[config.mk]
export PLATFORM = sky130hd
export DESIGN_NAME = video_timing_pattern_gen
export DESIGN_NICKNAME = d
export VERILOG_FILES = /design/src/rtl/video_timing_pattern_gen.sv
export SDC_FILE = /design/constraint.sdc
export NUM_CORES = 1
export LEC_CHECK = 0
export ABC_AREA = 0
export BUFFER_PORTS_ARGS = -buffer_cell sky130_fd_sc_hd__buf_2
export CELL_PAD_IN_SITES_DETAIL_PLACEMENT = 1
export CELL_PAD_IN_SITES_GLOBAL_PLACEMENT = 2
export CORE_MARGIN = 2
export CORE_UTILIZATION = 30
export DETAILED_ROUTE_END_ITERATION = 12
export GPL_ROUTABILITY_DRIVEN = 0
export GPL_TIMING_DRIVEN = 0
export HOLD_SLACK_MARGIN = 0.02
export PLACE_DENSITY = 0.78
export SLEW_MARGIN = 20
export SYNTH_ARGS = -nofsm -noshare
export SYNTH_HDL_FRONTEND = slang
export SYNTH_SLANG_ARGS = --single-unit
export TNS_END_PERCENT = 10
[constraint.sdc]
create_clock -name CLK -period 7.2 [get_ports CLK]
set_input_delay 1.8 -clock CLK [delete_from_list [all_inputs] [get_ports CLK]]
set_output_delay 1.8 -clock CLK [all_outputs]
set_load 0.03 [all_outputs]
[src/rtl/video_timing_pattern_gen.sv]
// video_timing_pattern_gen: parametrised video timing with registered test-pattern RGB output.
// Pattern and solid colour are sampled at the top of each frame so that switching modes never tears.
module video_timing_pattern_gen #(
  parameter int   H_ACTIVE = 1280,
  parameter int   H_FP     = 110,
  parameter int   H_SYNC   = 40,
  parameter int   H_BP     = 220,
  parameter int   V_ACTIVE = 720,
  parameter int   V_FP     = 5,
  parameter int   V_SYNC   = 5,
  parameter int   V_BP     = 20,
  parameter logic HS_POL   = 1'b1,
  parameter logic VS_POL   = 1'b1,
  parameter int   BPC      = 8,
  parameter int   CNT_W    = 12
) (
  input  logic             CLK,
  input  logic             RST,
  input  logic             en,
  input  logic [1:0]       pattern_sel,
  input  logic [3*BPC-1:0] solid_rgb,
  output logic             hsync,
  output logic             vsync,
  output logic             de,
  output logic [BPC-1:0]   red,
  output logic [BPC-1:0]   green,
  output logic [BPC-1:0]   blue,
  output logic             frame_start,
  output logic [CNT_W-1:0] h_cnt,
  output logic [CNT_W-1:0] v_cnt
);
  localparam logic [CNT_W-1:0] H_LAST = CNT_W'(H_ACTIVE + H_FP + H_SYNC + H_BP - 1);
  localparam logic [CNT_W-1:0] V_LAST = CNT_W'(V_ACTIVE + V_FP + V_SYNC + V_BP - 1);
  localparam logic [CNT_W-1:0] H_ACT  = CNT_W'(H_ACTIVE);
  localparam logic [CNT_W-1:0] V_ACT  = CNT_W'(V_ACTIVE);
  localparam logic [CNT_W-1:0] HS_BEG = CNT_W'(H_ACTIVE + H_FP);
  localparam logic [CNT_W-1:0] HS_END = CNT_W'(H_ACTIVE + H_FP + H_SYNC);
  localparam logic [CNT_W-1:0] VS_BEG = CNT_W'(V_ACTIVE + V_FP);
  localparam logic [CNT_W-1:0] VS_END = CNT_W'(V_ACTIVE + V_FP + V_SYNC);
  localparam logic [CNT_W-1:0] W_LAST = CNT_W'(H_ACTIVE / 8 - 1);
  logic [CNT_W-1:0] r_h, r_v, r_bpx;
  logic [2:0]       r_bar;
  logic [1:0]       r_pat;
  logic [3*BPC-1:0] r_solid;
  logic             w_first, w_hwrap, w_bstep, w_de, w_hs, w_vs;
  logic [1:0]       w_pat;
  logic [3*BPC-1:0] w_solid, w_bars, w_rgb;
  assign w_first = (r_h == '0) && (r_v == '0);
  assign w_hwrap = r_h == H_LAST;
  // Bar 7 never advances, so it absorbs the remainder pixels and all of blanking.
  assign w_bstep = (r_bpx == W_LAST) && (r_bar != 3'd7);
  assign w_pat   = w_first ? pattern_sel : r_pat;
  assign w_solid = w_first ? solid_rgb : r_solid;
  assign w_de    = (r_h < H_ACT) && (r_v < V_ACT);
  assign w_hs    = (r_h >= HS_BEG && r_h < HS_END) ? HS_POL : ~HS_POL;
  assign w_vs    = (r_v >= VS_BEG && r_v < VS_END) ? VS_POL : ~VS_POL;
  assign w_bars  = {{BPC{~r_bar[1]}}, {BPC{~r_bar[2]}}, {BPC{~r_bar[0]}}};
  assign w_rgb   = !w_de          ? '0 :
                   w_pat == 2'd0  ? w_bars :
                   w_pat == 2'd1  ? {3{r_h[BPC-1:0]}} :
                   w_pat == 2'd2  ? ((r_h[5] ^ r_v[5]) ? '1 : '0) :
                   w_solid;
  always_ff @(posedge CLK or posedge RST) begin
    if (RST) begin
      r_h         <= '0;
      r_v         <= '0;
      r_bpx       <= '0;
      r_bar       <= '0;
      r_pat       <= '0;
      r_solid     <= '0;
      hsync       <= ~HS_POL;
      vsync       <= ~VS_POL;
      de          <= 1'b0;
      {red, green, blue} <= '0;
      frame_start <= 1'b0;
      h_cnt       <= '0;
      v_cnt       <= '0;
    end else if (en) begin
      r_h         <= w_hwrap ? '0 : r_h + 1'b1;
      r_v         <= !w_hwrap ? r_v : (r_v == V_LAST) ? '0 : r_v + 1'b1;
      r_bar       <= w_hwrap ? '0 : w_bstep ? r_bar + 1'b1 : r_bar;
      r_bpx       <= (w_hwrap || w_bstep) ? '0 : r_bpx + 1'b1;
      r_pat       <= w_pat;
      r_solid     <= w_solid;
      hsync       <= w_hs;
      vsync       <= w_vs;
      de          <= w_de;
      {red, green, blue} <= w_rgb;
      frame_start <= w_first;
      h_cnt       <= r_h;
      v_cnt       <= r_v;
    end
  end
endmodule

# Yosys cells after proc, flatten, opt, wreduce, memory -nomap -nowiden
# Cells that the tools add are included.
# Widths: inputs -> output; s select.
# classes
add_sub_neg	4
order_cmp	6
n_eq_ne	6
mux	14
n_bitwise	4
n_reduce_logical	12
# op_table
operator	count
$mux 24	6
$add 12x1->12 const B	3
$mux 12	3
$logic_not 12->1	2
$lt 12x10->1 const B	2
$lt 12x11->1 const B	2
$eq 12x10->1 const B	1
$eq 12x11->1 const B	1
$eq 12x8->1 const B	1
$ge 12x10->1 const B	1
$ge 12x11->1 const B	1
$mux 3	2
$logic_and 1x1->1	5
$reduce_and 2->1	2
$add 3x1->3 const B	1
$ne 3x3->1 const B	1
$not 1->1	3
$eq 2x1->1 const B	1
$eq 2x2->1 const B	1
$logic_not 2->1	1
$mux 1	2
$mux 2	1
$reduce_bool 2->1	1
$logic_or 1x1->1	1
$xor 1x1->1	1
# word_totals
register_bits	117
input_bits	29
out_inout_bits	52
word_cells	61

# Longest topological paths before layout
# Gate-level depths: netlist of run 1.
# depth
ltp_word	8
depth_mapped	9

# Worst setup path before layout of run 1
# OpenSTA, ideal clock, no wires.
# synth_timing
path_kind	input -> register
start	input port en
end	register blue[1]
setup_time_ps	110
t_arrival_ps	3102
t_required_ps	7090
slack_ps	3988
stages	6
cell_sequence	clkbuf_1 -> nor4b_1 -> nand3_1 -> a21oi_1 -> o21ai_1 -> o41ai_1
# synth_rtl
item	line_no	source
from (decl)	19	input logic en,
to (signal assigned)	88	{red, green, blue} <= w_rgb;
to (decl)	27	output logic [BPC-1:0] blue,

==> impl_metrics.json, run 1 <==
{
  "rows": 52,
  "die_area_sq_um": 21600,
  "place_area_sq_um": 6900,
  "die_h_um": 147,
  "cp_top_family": "buffers and inverters",
  "wl_per_cell_um": 20.1,
  "fin_area_sq_um": 7500,
  "drive_gt1_share_pct": 23.7,
  "slowest_stage": "clkbuf_1",
  "fin_skew_ns": 0.00635,
  "worstPathCellList": "clkbuf_1 > nor4b_1 > nand3_1 > a21oi_1 > clkbuf_1 > o311ai_1 > o2bb2ai_1",
  "dr.pass1.iters": 4,
  "syn_area_per_cell_sq_um": 10.5,
  "reg2reg_from": "r_h[7]",
  "max_stage_delay_ns": 0.47,
  "wirelength_um": 19400,
  "cts.path.max_buffers": 2,
  "setup_violations": 0,
  "avgViaCountPerCell": 5.30,
  "grt_pass1_vias": 5660,
  "root_buffer": "clkbuf_16",
  "area_delta_synth_final_pct": 22.2,
  "ys_warn_count": 0,
  "ys_seq_area_share_pct": 47.7,
  "syn_nets": 623,
  "cp.required_ns": 7.54,
  "ys_ff_latch": 117,
  "rsz0062_at_grt": "false",
  "io_buffers": 78,
  "status": "completed",
  "period_needed_ns": 3.68,
  "synth_flop_cell": "dfrtp_1",
  "antenna_cells": 0,
  "grt_pass1_wl_um": 31700,
  "synth-async-reset-ratio_pct": 100,
  "hold_violations": 0,
  "critPathKind": "input pin to flop",
  "maxCapViolCount": 0,
  "htree_levels": 4,
  "numCtsBuffers": 17,
  "ir_worst_vdd_v": 0.000145,
  "crit_start": "en",
  "grt_overflow_total": 0,
  "leakage_nw": 3.56,
  "dpl.hpwl_um": 13800,
  "num_io_pins": 81,
  "drc_errors": 0,
  "fmax_ghz": 0.271,
  "clk_pin_slew_ns": 0.06,
  "min-delay-start": "red[0]",
  "grt.total_usage_pct": 18.8,
  "nFillCells": 2310,
  "cts_tree": "yes",
  "cp.buffers_inverters": 2,
  "powerDensity_nw_per_um2": 264,
  "total_power_mw": 1.98,
  "ctsHoldBuffers": 0,
  "grt_max_degree": 79,
  "slew_headroom_pct": 40.1,
  "start_util_pct": 30.4,
  "start_kind": "input pin",
  "syn_area_sq_um": 6140,
  "fin_crit_sh_pct": 51.2,
  "synth-edff-count": 0,
  "crit_path_end_kind": "flop",
  "crit_fanout": 10,
  "post_cts_resize_count": 0,
  "vias": 5113,
  "final.setup.tns_ns": 0,
  "first_iter_violations": 297,
  "fp.dieW_um": 147,
  "clock_sinks": 117,
  "antenna_left": 0,
  "core_sq_um": 20200,
  "final_nets": 721,
  "worstSkewPairLatency_ns": 0.42,
  "whs_ns": 0.480,
  "hp-class": "flop to flop",
  "antenna_found_initial": 0,
  "maxSlewViolCount": 0,
  "cpMostUsedCell": "clkbuf_1",
  "arrival_ns": 4.02,
  "synth.distinct_cells": 59,
  "tightest_slew_ns": 0.893,
  "cts_setup_buffers": 0,
  "postSynthCellCount": 584
}
==> worst register-to-register path, stage by stage (launching register included) <==
cell and delay, ns:
dfrtp_1 0.35, buf_2 0.19, or4_4 0.56, or4_4 0.53, buf_6 0.15, nor2_4 0.34
nand2_2 0.29, buf_2 0.32, mux2_1 0.36
==> through the flow <==
stage | std cells | setup slack, ns | utilization [%]
after global placement | 932 | 0.891 | 34.0
after detailed placement | 933 | 3.12 | 34.2
after CTS | 965 | 3.51 | 37.2
after floorplan | 584 | 2.30 | -
final | 965 | 3.52 | 37.2
after global routing | 965 | 3.31 | 37.2
==> final cells by class <==
type | instances | area (sq um) | share of cell area, %
Buffer | 40 | 188 | 2.50
Clock buffer | 18 | 439 | 5.86
Clock inverter | 14 | 160 | 2.14
Inverter | 17 | 68.8 | 0.918
Multi-Input combinational cell | 410 | 2960 | 39.4
Sequential cell | 117 | 2930 | 39.1
Tap cell | 270 | 338 | 4.51
Timing Repair Buffer | 79 | 418 | 5.58
==> report_power, final <==
part	total [mW]	switching, mW	internal (mW)
combinational	0.363	0.233	0.130
sequential	0.759	0.0552	0.703
clock	0.859	0.310	0.549
total	1.98	0.598	1.38
==> registers in the layout (all words and copies together) (netlist names) <==
register,cells
r_pat,2
green,8
r_bpx,12
r_solid,24
r_bar,3
r_v,12
red,8
hsync,1
vsync,1
h_cnt,12
r_h,12
de,1
v_cnt,12
blue,8
frame_start,1
==> Yosys cell counts (15+ instances only) <==
cell type / instances / area, sq um
mux2_1: 27 / 304
xor2_1: 17 / 149
mux2i_1: 15 / 150
o22ai_1: 19 / 119
nand3_1: 17 / 85.1
mux2_2: 29 / 327
inv_1: 16 / 60.1
nor2_1: 50 / 188
o21ai_0: 19 / 95.1
a21oi_1: 19 / 95.1
clkbuf_1: 27 / 101
nor3_1: 22 / 110
dfrtp_1: 117 / 2930
nand2_1: 37 / 139
==> cells in the final DEF (no fill, tap or decap), types with 4 or more instances in the layout <==
cell type	Yosys	final
and4_1	4	4
a21oi_1	19	19
o31ai_1	6	6
dfrtp_1	117	117
o22ai_1	19	19
nand2b_1	4	4
xor2_1	17	17
mux2_4	4	4
mux2_1	27	27
nand4_1	10	10
clkbuf_1	27	27
mux2i_1	15	15
o41ai_2	4	4
mux2_2	29	29
buf_1	5	5
nand2_1	37	37
clkbuf_16	0	17
nor2_1	50	50
xnor2_1	9	9
nor3_1	22	22
inv_1	16	15
o21ai_0	19	19
buf_2	3	81
and3_1	6	6
nand3_1	17	17
ha_1	10	10
o2bb2ai_1	10	10
a32o_1	7	7
o21ai_1	5	5
a2111oi_0	6	6
clkinv_2	0	6
buf_6	4	4
o311ai_1	6	6
nor4_1	9	9
==> logic make-up after synthesis <==
logic type	after synthesis	synth area share, %
multiplexers	75	13.7
buffers and inverters	57	4.10
AND/OR/NAND/NOR	184	15.4
flip-flops	117	47.7
adder cells (fa/ha/maj)	10	2.04
AO/OA/AOI/OAI	115	13.4
XOR/XNOR	26	3.71
==> per-layer routing <==
| metal | share of wire [%] | track usage (%) | vias up |
|---|---|---|---|
| met3 | 5.3 | 4.94 | 19 |
| met4 | 1.6 | 5.38 | 0 |
| met1 | 44 | 23.6 | 2622 |
| met5 | 0 | 0 | - |
| met2 | 49 | 31.9 | 125 |
| li1 | - | - | 2347 |
==> path summary, 6_finish.rpt <==
path | end | cells past startpoint | slack (ns)
max | green[1] | 7 | 3.52
min | red[0] | 1 | 0.48
max reg2reg | r_pat[1] | 8 | 3.99
min reg2reg | red[0] | 1 | 0.48
max in group asynchronous | blue[0] | 3 | 5.09
min in group asynchronous | v_cnt[5] | 2 | 1.39
Note: power is estimated with default switching activity, not from simulation.
==> run 2, diff against run 1 <==
Settings changed: ABC_AREA 0 to 1, PLACE_DENSITY 0.78 to 0.84.
Clock period 7.2 ns to 3.59 ns, I/O delays scaled along.
==> impl_metrics.json, run 2 <==
{
  "status": "completed",
  "worstSkewPairLatency_ns": 0.42,
  "cp_top_family": "simple AND/OR/NAND/NOR gates",
  "numCtsBuffers": 17,
  "arrival_ns": 2.68,
  "p_sw_share_pct": 28.8,
  "slowest_stage": "clkbuf_1",
  "cp.depth": 10,
  "post_cts_resize_count": 0,
  "grt_pass1_vias": 5844,
  "cpMostUsedCell": "nand3_1",
  "root_buffer": "clkbuf_16",
  "fp.dieW_um": 149,
  "powerDensity_nw_per_um2": 518,
  "grt_pass1_wl_um": 31300,
  "maxSlewViolCount": 0,
  "ys_warn_count": 0,
  "slew_headroom_pct": 55.8,
  "wirelength_um": 19700,
  "first_iter_violations": 289,
  "clock_sinks": 117,
  "r2r_slack_ns": 1.21,
  "ys_seq_area_share_pct": 46.3,
  "period_needed_ns": 2.38,
  "setup_violations": 0,
  "reg2reg_from": "r_v[1]",
  "syn_area_sq_um": 6330,
  "clk_pin_slew_ns": 0.06,
  "crit_start": "r_v[1]",
  "antenna_cells": 0,
  "placed_cells": 1162,
  "ctsHoldBuffers": 0,
  "layout_setup_ws_ns": 1.21,
  "syn_area_per_cell_sq_um": 7.88,
  "hp-class": "flop to flop",
  "fin_skew_ns": 0.00962,
  "fin_crit_sh_pct": 66.3,
  "r2r-end": "red[6]",
  "finalNonFillerCells": 1194,
  "final_nets": 945,
  "antenna_found_initial": 0,
  "cp-endpoint": "red[6]",
  "crit_fanout": 10,
  "final.setup.tns_ns": 0,
  "yosysTopAreaCell": "dfrtp_1",
  "leakage_nw": 3.87,
  "drc_errors": 0,
  "grt_overflow_total": 0,
  "die_h_um": 149,
  "synth.distinct_cells": 40,
  "ys_ff_latch": 117,
  "p_int_mw": 2.88,
  "start_kind": "flop",
  "top_register": "r_solid",
  "cts_tree": "yes",
  "synth_top_area_share_pct": 46.3,
  "syn_nets": 842,
  "critPathKind": "flop to flop",
  "rows": 53,
  "p_switching_mw": 1.16,
  "rsz0062_at_grt": "false",
  "cts_setup_buffers": 0,
  "ir_worst_vdd_v": 0.000327,
  "synth_most_common_cell": "nand2_1",
  "antenna_left": 0,
  "htree_levels": 4,
  "seqPwrFrac_pct": 37.9,
  "clock_power_share_pct": 45.9,
  "wl_per_cell_um": 16.5,
  "postSynthCellCount": 803,
  "num_io_pins": 81,
  "avgViaCountPerCell": 4.75,
  "largest_register_ff_count": 24,
  "synth-edff-count": 0,
  "cp.required_ns": 3.89,
  "tightest_slew_ns": 0.664,
  "cts.path.max_buffers": 2,
  "dpl.hpwl_um": 14900,
  "vias": 5675,
  "synthTopCellsByArea": "dfrtp_1, nand2_1, inv_1, nand3_1, o21ai_0",
  "die_area_sq_um": 22300,
  "start_util_pct": 30.3,
  "crit_path_end_kind": "flop",
  "worst_r2r_path_depth": 10,
  "grt.total_usage_pct": 18.2,
  "hold_violations": 0,
  "dpl_worst_slack_ns": 0.802,
  "core_sq_um": 20900,
  "maxCapViolCount": 0,
  "dr.pass1.iters": 5,
  "worstPathCellList": "inv_1 > ha_1 > nand3_1 > nor2_4 > clkbuf_1 > nand4_1 > nand2_1 > nand3_1 > nand3_1 > o21bai_2",
  "combPwrFrac_pct": 16.2,
  "final_common_cell": "nand2_1",
  "io_buffers": 80,
  "drive_gt1_share_pct": 17.5,
  "synth-async-reset-ratio_pct": 100,
  "ys_top_cells_by_count": "nand2_1, inv_1, dfrtp_1",
  "fmax_ghz": 0.420,
  "grt_max_degree": 32,
  "cp.buffers_inverters": 2,
  "max_stage_delay_ns": 0.40,
  "area_delta_synth_final_pct": 23.3,
  "synth_flop_cell": "dfrtp_1",
  "final_cell_mix": "nand2_1, inv_1, dfrtp_1"
}
-- run 2: cell types whose count changed after synthesis, sizes merged, moves of 18 or more --
cell / delta
nand2: +143
inv: +103
nand3: +63
mux2: -60
o21ai: +42
nand4: +25
nor2: +24
o21bai: +22
o22ai: -18
-- run 2: through the flow --
stage	total power, mW	area, sq um	util [%]	hold slack (ns)
3_3_place_gp	2.19	7080	33.9	0.452
4_1_cts	4.09	7800	37.4	0.481
6_report	4.04	7800	37.4	0.479
5_1_grt	4.22	7800	37.4	0.508
2_1_floorplan	1.98	6330	-	0.453
3_5_place_dp	2.21	7170	34.3	0.458
-- run 2: power by group through the flow --
stage / combinational, mW / clock, mW / sequential, mW
after floorplan: 0.387 / 0 / 1.59
after CTS: 0.668 / 1.89 / 1.53
final: 0.656 / 1.86 / 1.53
after global placement: 0.635 / 0 / 1.55
after global routing: 0.736 / 1.94 / 1.54
after detailed placement: 0.658 / 0 / 1.55
-- run 2: kinds of logic (layout without fill, tap and decap cells) --
| kind of cell | after synthesis | after routing | synth area share (%) |
|---|---|---|---|
| adders and majority gates | 10 | 10 | 1.98 |
| xor gates and xnor gates | 15 | 15 | 2.08 |
| DFF | 117 | 117 | 46.3 |
| buffers and inverters | 154 | 270 | 10.0 |
| muxes | 2 | 2 | 0.316 |
| AOI/OAI and AO/OA | 108 | 108 | 10.1 |
| and+or+nand+nor | 397 | 397 | 29.3 |
-- run 2: worst reg2reg max path, stage by stage (launching register included) --
cell and delay [ns]:
dfrtp_1 0.39, inv_1 0.19, ha_1 0.26, nand3_1 0.14, nor2_4 0.27, clkbuf_1 0.40, nand4_1 0.16, nand2_1 0.14
nand3_1 0.12, nand3_1 0.13, o21bai_2 0.07
-- run 2: worst min-delay path by stage --
stage                           from    endpoint  slack (ns)  cells past startpoint
final                       v_cnt[4]    v_cnt[4]        0.48                      2
after global routing           hsync       hsync        0.51                      2
after CTS                   v_cnt[4]    v_cnt[4]        0.48                      2
after detailed placement    v_cnt[4]    v_cnt[4]        0.46                      2
after global placement     v_cnt[11]   v_cnt[11]        0.45                      2
after floorplan           r_solid[0]  r_solid[0]        0.45                      2
-- run 2: layout make-up --
class | count | area, sq um
plain buffers | 34 | 185
clock buffers | 24 | 492
clock inverters | 8 | 145
fillers | 2563 | 13100
inverters | 120 | 454
multi-input cells | 532 | 2770
flip-flops and latches | 117 | 2930
well taps | 275 | 344
repair buffers | 84 | 488
-- run 2: metal layers --
layer,global-route usage (%),vias up,share of wire (%)
li1,-,2804,-
met1,24.0,2762,47
met2,30.9,97,49
met3,3.85,12,3.4
met4,3.86,0,0.68
met5,0,-,0
